### config.mk
export PLATFORM = sky130hd
export DESIGN_NAME = run_detect_moore_flat
export DESIGN_NICKNAME = d
export VERILOG_FILES = /design/src/rtl/run_detect_moore_if.sv /design/src/rtl/run_detect_moore.sv /design/src/flat_wrapper.sv
export SDC_FILE = /design/constraint.sdc
export NUM_CORES = 1
export LEC_CHECK = 0
export CORE_ASPECT_RATIO = 0.9
export CORE_MARGIN = 2
export CORE_UTILIZATION = 50
export DETAILED_ROUTE_END_ITERATION = 6
export PLACE_DENSITY = 0.86
export SLEW_MARGIN = 40
export SYNTH_ARGS = -nofsm -noshare
export SYNTH_HDL_FRONTEND = slang
export SYNTH_SLANG_ARGS = --single-unit
### constraint.sdc
create_clock -name CLK -period 3 [get_ports CLK]
set_input_delay 0.45 -clock CLK [delete_from_list [all_inputs] [get_ports CLK]]
set_output_delay 0.45 -clock CLK [all_outputs]
set_load 0.01 [all_outputs]
### src/rtl/run_detect_moore_if.sv
// Signal bundle for the run-length detector: sampling controls in, detect status out.
// The master side drives the serial stream and controls; the slave side is the detector.
interface run_detect_moore_if #(
    parameter int unsigned N     = 4,
    parameter int unsigned CNT_W = 8
);
    localparam int unsigned RW = $clog2(N + 1);

    logic            en;
    logic            w;
    logic [1:0]      mode;
    logic            overlap;
    logic            clr;
    logic            F;
    logic            F_val;
    logic [RW-1:0]   run_len;
    logic [CNT_W-1:0] det_cnt;

    modport master (
        output en, w, mode, overlap, clr,
        input  F, F_val, run_len, det_cnt
    );

    modport slave (
        input  en, w, mode, overlap, clr,
        output F, F_val, run_len, det_cnt
    );
endinterface

### src/rtl/run_detect_moore.sv
// Parametrised Moore run-length detector: flags N equal consecutive enabled samples,
// with polarity select, overlap control and a saturating detection counter.
module run_detect_moore #(
    parameter int unsigned N     = 4,
    parameter int unsigned CNT_W = 8
) (
    input logic              CLK,
    input logic              RST,
    run_detect_moore_if.slave bus
);
    localparam int unsigned RW = $clog2(N + 1);

    localparam logic [RW-1:0]    RunOne = RW'(1);
    localparam logic [RW-1:0]    RunPre = RW'(N - 1);
    localparam logic [RW-1:0]    RunMax = RW'(N);
    localparam logic [CNT_W-1:0] CntMax = '1;

    if (N < 2) begin : g_bad_n
        $error("run_detect_moore: N must be at least 2");
    end

    typedef enum logic [0:0] {StIdle, StTrack} state_e;

    state_e           state_q, state_d;
    logic             last_q, last_d;
    logic [RW-1:0]    run_q, run_d;
    logic             f_q, f_d;
    logic [CNT_W-1:0] cnt_q, cnt_d;
    logic             det_event;

    function automatic logic match(input logic [1:0] m, input logic b);
        logic r;
        case (m)
            2'b00:   r = 1'b1;
            2'b01:   r = b;
            2'b10:   r = ~b;
            default: r = 1'b0;
        endcase
        return r;
    endfunction

    always_comb begin
        state_d = state_q;
        last_d  = last_q;
        run_d   = run_q;
        if (bus.en) begin
            unique case (state_q)
                StIdle: begin
                    state_d = StTrack;
                    last_d  = bus.w;
                    run_d   = RunOne;
                end
                StTrack: begin
                    if (bus.w != last_q) begin
                        last_d = bus.w;
                        run_d  = RunOne;
                    end else if (run_q < RunMax) begin
                        run_d = run_q + RunOne;
                    end else begin
                        run_d = bus.overlap ? RunMax : RunOne;
                    end
                end
                default: begin
                    state_d = StIdle;
                end
            endcase
        end
    end

    // F is re-evaluated every edge so mode changes land even while en is low.
    always_comb begin
        f_d       = (run_d == RunMax) && match(bus.mode, last_d);
        det_event = bus.en && (run_q == RunPre) && (run_d == RunMax) && match(bus.mode, last_d);
        cnt_d     = cnt_q;
        if (bus.clr) begin
            cnt_d = '0;
        end else if (det_event && (cnt_q != CntMax)) begin
            cnt_d = cnt_q + CNT_W'(1);
        end
    end

    always_ff @(posedge CLK or negedge RST) begin
        if (!RST) begin
            state_q <= StIdle;
            last_q  <= 1'b0;
            run_q   <= '0;
            f_q     <= 1'b0;
            cnt_q   <= '0;
        end else begin
            state_q <= state_d;
            last_q  <= last_d;
            run_q   <= run_d;
            f_q     <= f_d;
            cnt_q   <= cnt_d;
        end
    end

    assign bus.F       = f_q;
    assign bus.F_val   = last_q;
    assign bus.run_len = run_q;
    assign bus.det_cnt = cnt_q;

    a_run_bounded : assert property (@(posedge CLK) disable iff (!RST) run_q <= RunMax);
    a_flag_full   : assert property (@(posedge CLK) disable iff (!RST) f_q |-> run_q == RunMax);
    a_disabled    : assert property (@(posedge CLK) disable iff (!RST)
                                     bus.mode == 2'b11 |=> !f_q);
endmodule

### src/flat_wrapper.sv
// flat-port wrapper written by rule: the top's interface ports become plain ports
module run_detect_moore_flat 
#(
    parameter int unsigned N     = 4,
    parameter int unsigned CNT_W = 8
)
  (CLK, RST, bus_en, bus_w, bus_mode, bus_overlap, bus_clr, bus_F, bus_F_val, bus_run_len, bus_det_cnt);
  run_detect_moore_if #(.N(N), .CNT_W(CNT_W)) bus_i ();
  input logic CLK;
  input logic RST;
  input wire logic [$bits(bus_i.en)-1:0] bus_en;
  input wire logic [$bits(bus_i.w)-1:0] bus_w;
  input wire logic [$bits(bus_i.mode)-1:0] bus_mode;
  input wire logic [$bits(bus_i.overlap)-1:0] bus_overlap;
  input wire logic [$bits(bus_i.clr)-1:0] bus_clr;
  output wire logic [$bits(bus_i.F)-1:0] bus_F;
  output wire logic [$bits(bus_i.F_val)-1:0] bus_F_val;
  output wire logic [$bits(bus_i.run_len)-1:0] bus_run_len;
  output wire logic [$bits(bus_i.det_cnt)-1:0] bus_det_cnt;
  assign bus_i.en = bus_en;
  assign bus_i.w = bus_w;
  assign bus_i.mode = bus_mode;
  assign bus_i.overlap = bus_overlap;
  assign bus_i.clr = bus_clr;
  assign bus_F = bus_i.F;
  assign bus_F_val = bus_i.F_val;
  assign bus_run_len = bus_i.run_len;
  assign bus_det_cnt = bus_i.det_cnt;
  run_detect_moore #(.N(N), .CNT_W(CNT_W)) u_core (.CLK(CLK), .RST(RST), .bus(bus_i));
endmodule
==> Word-level counts from Yosys, hierarchy flattened <==
Index checks and enable logic that the tools add are counted.
{ "word_totals": {"register_bits": 14, "inputBits": 8, "out_inout_bits": 13, "elab_cells": 34} }
{ "op_classes": {"n_addsub": 2, "order_cmp": 1, "eq_ne": 6, "mux": 11, "bitwise": 2, "n_reduce_logical": 7} }
{ "ops": {"columns": ["op", "count"], "rows": [
  ["2-to-1 mux 8 bit", 2],
  ["2-to-1 mux 3 bit", 4],
  ["adder 8 x 1 -> 8 bit (second input constant)", 1],
  ["inequality test 8 bit (second input constant)", 1],
  ["case mux 3 bit (2 select lines)", 1],
  ["logical AND 1 bit", 5],
  ["adder 3 x 1 -> 3 bit (second input constant)", 1],
  ["== test 3 x 2 -> 1 bit (second input constant)", 1],
  ["== test 3 bit (second input constant)", 1],
  ["< comparator 3 bit (second input constant)", 1],
  ["case mux 1 bit (3 select lines)", 1],
  ["== test 2 x 1 -> 1 bit (second input constant)", 1],
  ["== test 2 bit (second input constant)", 1],
  ["logical NOT 2 bit", 1],
  ["2-to-1 mux 1 bit", 2],
  ["NOT 1 bit", 2],
  ["case mux 1 bit (2 select lines)", 1],
  ["nonzero test 2 bit", 1],
  ["inequality test 1 bit", 1]
]} }

==> Depth between registers and ports, before layout <==
{ "logic_depth": {"ltp_word": 11, "mapped_depth": 6, "depth_no_buf": 6} }

==> Least setup slack after synthesis <==
No wires, ideal clock.
{ "synth_path": {"path_kind": "input port to flip-flop", "from": "in bus_en", "to": "reg u_core.cnt_q[5], in the netlist u_core.bus.det_cnt[5]", "setup_time_ps": 125, "arrival_time_ps": 1895, "t_required_ps": 2875, "path_slack_ps": 980, "path_stages": 6, "n_path_buf": 1, "cell_sequence": "buf_4 mux2i_1 mux2i_1 o211ai_2 nor4_1 mux2_2"} }
{ "synth_between": {"elab_chain_cells": 6, "elab_cells_between_ends": 10, "classes_between": "eq/ne (1); mux (3); bitwise (1); reduce/logical (5)"} }
{ "synth_lines": {"columns": ["item", "line_no", "rtl"], "rows": [
  ["start: declaration", "flat_wrapper.sv:11", "input wire logic [$bits(bus_i.en)-1:0] bus_en;"],
  ["2-to-1 mux 1 bit / 2-to-1 mux 3 bit (equally long branches)", "run_detect_moore.sv:46", "if (bus.en) begin"],
  ["NOT 1 bit / == test 3 bit (equally long branches)", "run_detect_moore.sv:36, run_detect_moore.sv:73", null],
  ["case mux 1 bit (3 select lines) / logical AND 1 bit (equally long branches)", "run_detect_moore.sv:33, run_detect_moore.sv:73", null],
  ["logical AND 1 bit *", "run_detect_moore.sv:73", "det_event = bus.en && (run_q == RunPre) && (run_d == RunMax) && match(bus.mode, last_d);"],
  ["logical AND 1 bit *", "run_detect_moore.sv:77", "end else if (det_event && (cnt_q != CntMax)) begin"],
  ["nonzero test 2 bit (no line) *", null, null],
  ["end signal: assignment", "run_detect_moore.sv:94", "cnt_q <= cnt_d;"],
  ["end: declaration", "run_detect_moore.sv:28", "logic [CNT_W-1:0] cnt_q, cnt_d;"]
]} }
Every way passes the cells marked *; elsewhere a longest branch is shown, timed or not.
A chain may end at the register's enable or synchronous reset.

==> Final worst setup path <==
Ends and elaborated chain as after synthesis.

==> impl_metrics.yaml <==
run_status:
  status: "complete, no violations"
sta:
  post-route-period-util: 0.811
  finalSetupViolCount: 0
  fmax_mhz: 411
  hold_violations: 0
  worstMarginPinSlew_ns: 0.601
  fin_skew_ns: 0.00243
  setup_tns_ns: 0
  slew_headroom: 0.598
  holdWs_ns: 0.541
  rsz0062_at_grt: "false"
  slew_violations: 0
  min_period_ns: 2.43
die:
  die_w_um: 46.1
  row_count: 13
  fp.coreArea_um2: 1460
  die_h_um: 41.9
  initial_core_util: 0.545
  ios: 21
  die-area_um2: 1930
global_routing:
  grt_pass1_vias: 564
  track_usage: 0.191
  overflow: 0
  antenna_found_initial: 0
  grt_pass1_wl_mm: 2.66
  grt_max_degree: 15
yosys:
  netlist_instances: 81
  syn_avg_cell_area_um2: 9.86
  synthTopCellsByArea: "dfrtp_1 44%, mux2_2 8.5%, nor2b_1 3.9%, mux2i_1 3.8%, nor2_1 3.3%"
  synth_seq_cells: 14
  syn_area_um2: 798
  yosysUniqueCellTypes: 31
  synth_nets: 91
  synth_top_area_share: 0.439
  synth_warnings: 0
  synth_seq_area_share: 0.439
  synth.largest_area_cell: "dfrtp_1"
cells_and_area:
  syn_to_final_growth_pct: 30.6
  fin_util: 0.712
  n_antenna_cell: 0
  register_area_um2: 350
  layout.nets: 114
  fill_cells: 111
  layout-drive-gt1-share: 0.126
  multi_input_area_um2: 418
  mostFrequentLayoutCells: "20 x clkdlybuf4s50_1, 14 x dfrtp_1, 7 x nor2_1"
  mostFrequentLayoutCell: "clkdlybuf4s50_1"
pwr:
  powerDensity_nw_per_um2: 448
  p_leak_nw: 0.430
  ir_drop_mv: 0.342
cts:
  cts_tree: "yes"
  clk_path_buf_depth: 2
  numCtsBuffers: 3
  clk_pin_slew_worst_paths_ns: 0.08
  hold_buffers: 0
  cts_setup_buffers: 0
  cts.sinks: 14
  clock_latency_ns: 0.28
  htree_num_levels: 1
  ctsResizeCount: 0
  cts_root_buffer: "clkbuf_4"
critical_path:
  startpoint_type: "input pin"
  crit_required_ns: 3.17
  critPathKind: "in -> reg"
  cp_max_fo: 10
  arrival_ns: 2.61
  end_kind: "flip-flop"
detailed_routing:
  num_vias: 649
  via_per_inst: 5.50
  first_iter_violations: 7
  drc: 0
  dr.pass1.iters: 4
  antenna_left: 0
  routedWlPerCell_um: 13.1
  routed_wirelength_mm: 1.54
placement:
  place.gp.congestion: 0.747
  dpl.hpwl_mm: 1.17
  port_buffers: 20
run:
  maxCapViolations: 0
min_path:
  hold_class: "in -> async"
registers in the layout (all words and copies together), names as in the netlist:
name and cells:
u_core.bus.run_len 3, u_core.bus.F 1, u_core.bus.F_val 1, u_core.state_q 1, u_core.bus.det_cnt 8
cells in the mapped netlist:
| cell type | instances |
|---|---|
| nor3_1 | 2 |
| clkbuf_1 | 1 |
| inv_1 | 5 |
| o21ai_0 | 2 |
| nand4b_1 | 1 |
| o31ai_1 | 1 |
| nor2_1 | 7 |
| a41oi_1 | 1 |
| o211ai_2 | 1 |
| and4bb_2 | 1 |
| a21oi_1 | 2 |
| o22a_1 | 1 |
| nand4_1 | 2 |
| o2bb2ai_1 | 1 |
| or2_2 | 1 |
| nand3b_1 | 1 |
| ha_1 | 2 |
| o21bai_1 | 1 |
| nand2b_1 | 2 |
| mux2i_1 | 3 |
| xnor2_1 | 1 |
| nor4_1 | 2 |
| dfrtp_1 | 14 |
| nor2b_1 | 5 |
| buf_4 | 1 |
| nand3_1 | 5 |
| or4_1 | 1 |
| xor2_1 | 1 |
| or3_1 | 2 |
| mux2_2 | 6 |
| nand2_1 | 5 |
cell type report:
class | instances | share of cell area
Tap cell | 15 | 0.0180
Multi-Input combinational cell | 60 | 0.401
Clock buffer | 4 | 0.0348
Inverter | 5 | 0.0180
Sequential cell | 14 | 0.336
Timing Repair Buffer | 20 | 0.192
power by group:
| part | switching [mW] | leakage, nW | total [mW] | internal, mW |
|---|---|---|---|---|
| Clock | 0.0592 | 0.0210 | 0.133 | 0.0739 |
| Combinational | 0.0516 | 0.226 | 0.114 | 0.0624 |
| Sequential | 0.0170 | 0.183 | 0.219 | 0.202 |
path summary, 6_finish.rpt:
path / slack (ns) / startpoint / to / depth (start not counted)
worst max-delay path: 0.57 / bus_en / u_core.bus.det_cnt[5] / 6
worst min-delay path: 0.54 / RST / u_core.bus.det_cnt[1] / 1
worst max register to register: 0.92 / u_core.bus.run_len[0] / u_core.bus.det_cnt[5] / 6
worst min register to register: 0.59 / u_core.bus.det_cnt[6] / u_core.bus.det_cnt[6] / 2
max in group asynchronous: 2.07 / RST / u_core.bus.det_cnt[4] / 1
min in group CLK: 0.59 / u_core.bus.det_cnt[6] / u_core.bus.det_cnt[6] / 2
metal layers:
layer	up-vias	global-route usage	part of all wire
li1	334	-	-
met3	5	0.0783	0.043
met4	0	0.0686	0.015
met5	-	0	0
met2	11	0.244	0.48
met1	299	0.283	0.46
through the flow:
stage	total power [mW]	instances	setup WS, ns	area [um2]
after floorplan	0.284	81	0.980	798
after global placement	0.336	114	0.356	1010
after detailed placement	0.338	114	0.258	1010
after CTS	0.473	118	0.564	1040
after global routing	0.496	118	0.422	1040
final	0.467	118	0.566	1040
cell families after synthesis:
logic type / count (synthesis) / share of synthesized area
simple gates: 37 / 0.255
flops: 14 / 0.439
compound gates: 10 / 0.0925
mux: 9 / 0.122
buf+inv: 7 / 0.0376
xor+xnor: 2 / 0.0219
fa+ha+maj: 2 / 0.0313
critical path, stage by stage:
cell and delay [ns]:
clkdlybuf4s50_1 0.64, mux2i_1 0.30, mux2i_1 0.26, o211ai_2 0.23, nor4_1 0.35, mux2_2 0.37
(Power assumes the default switching activity.)
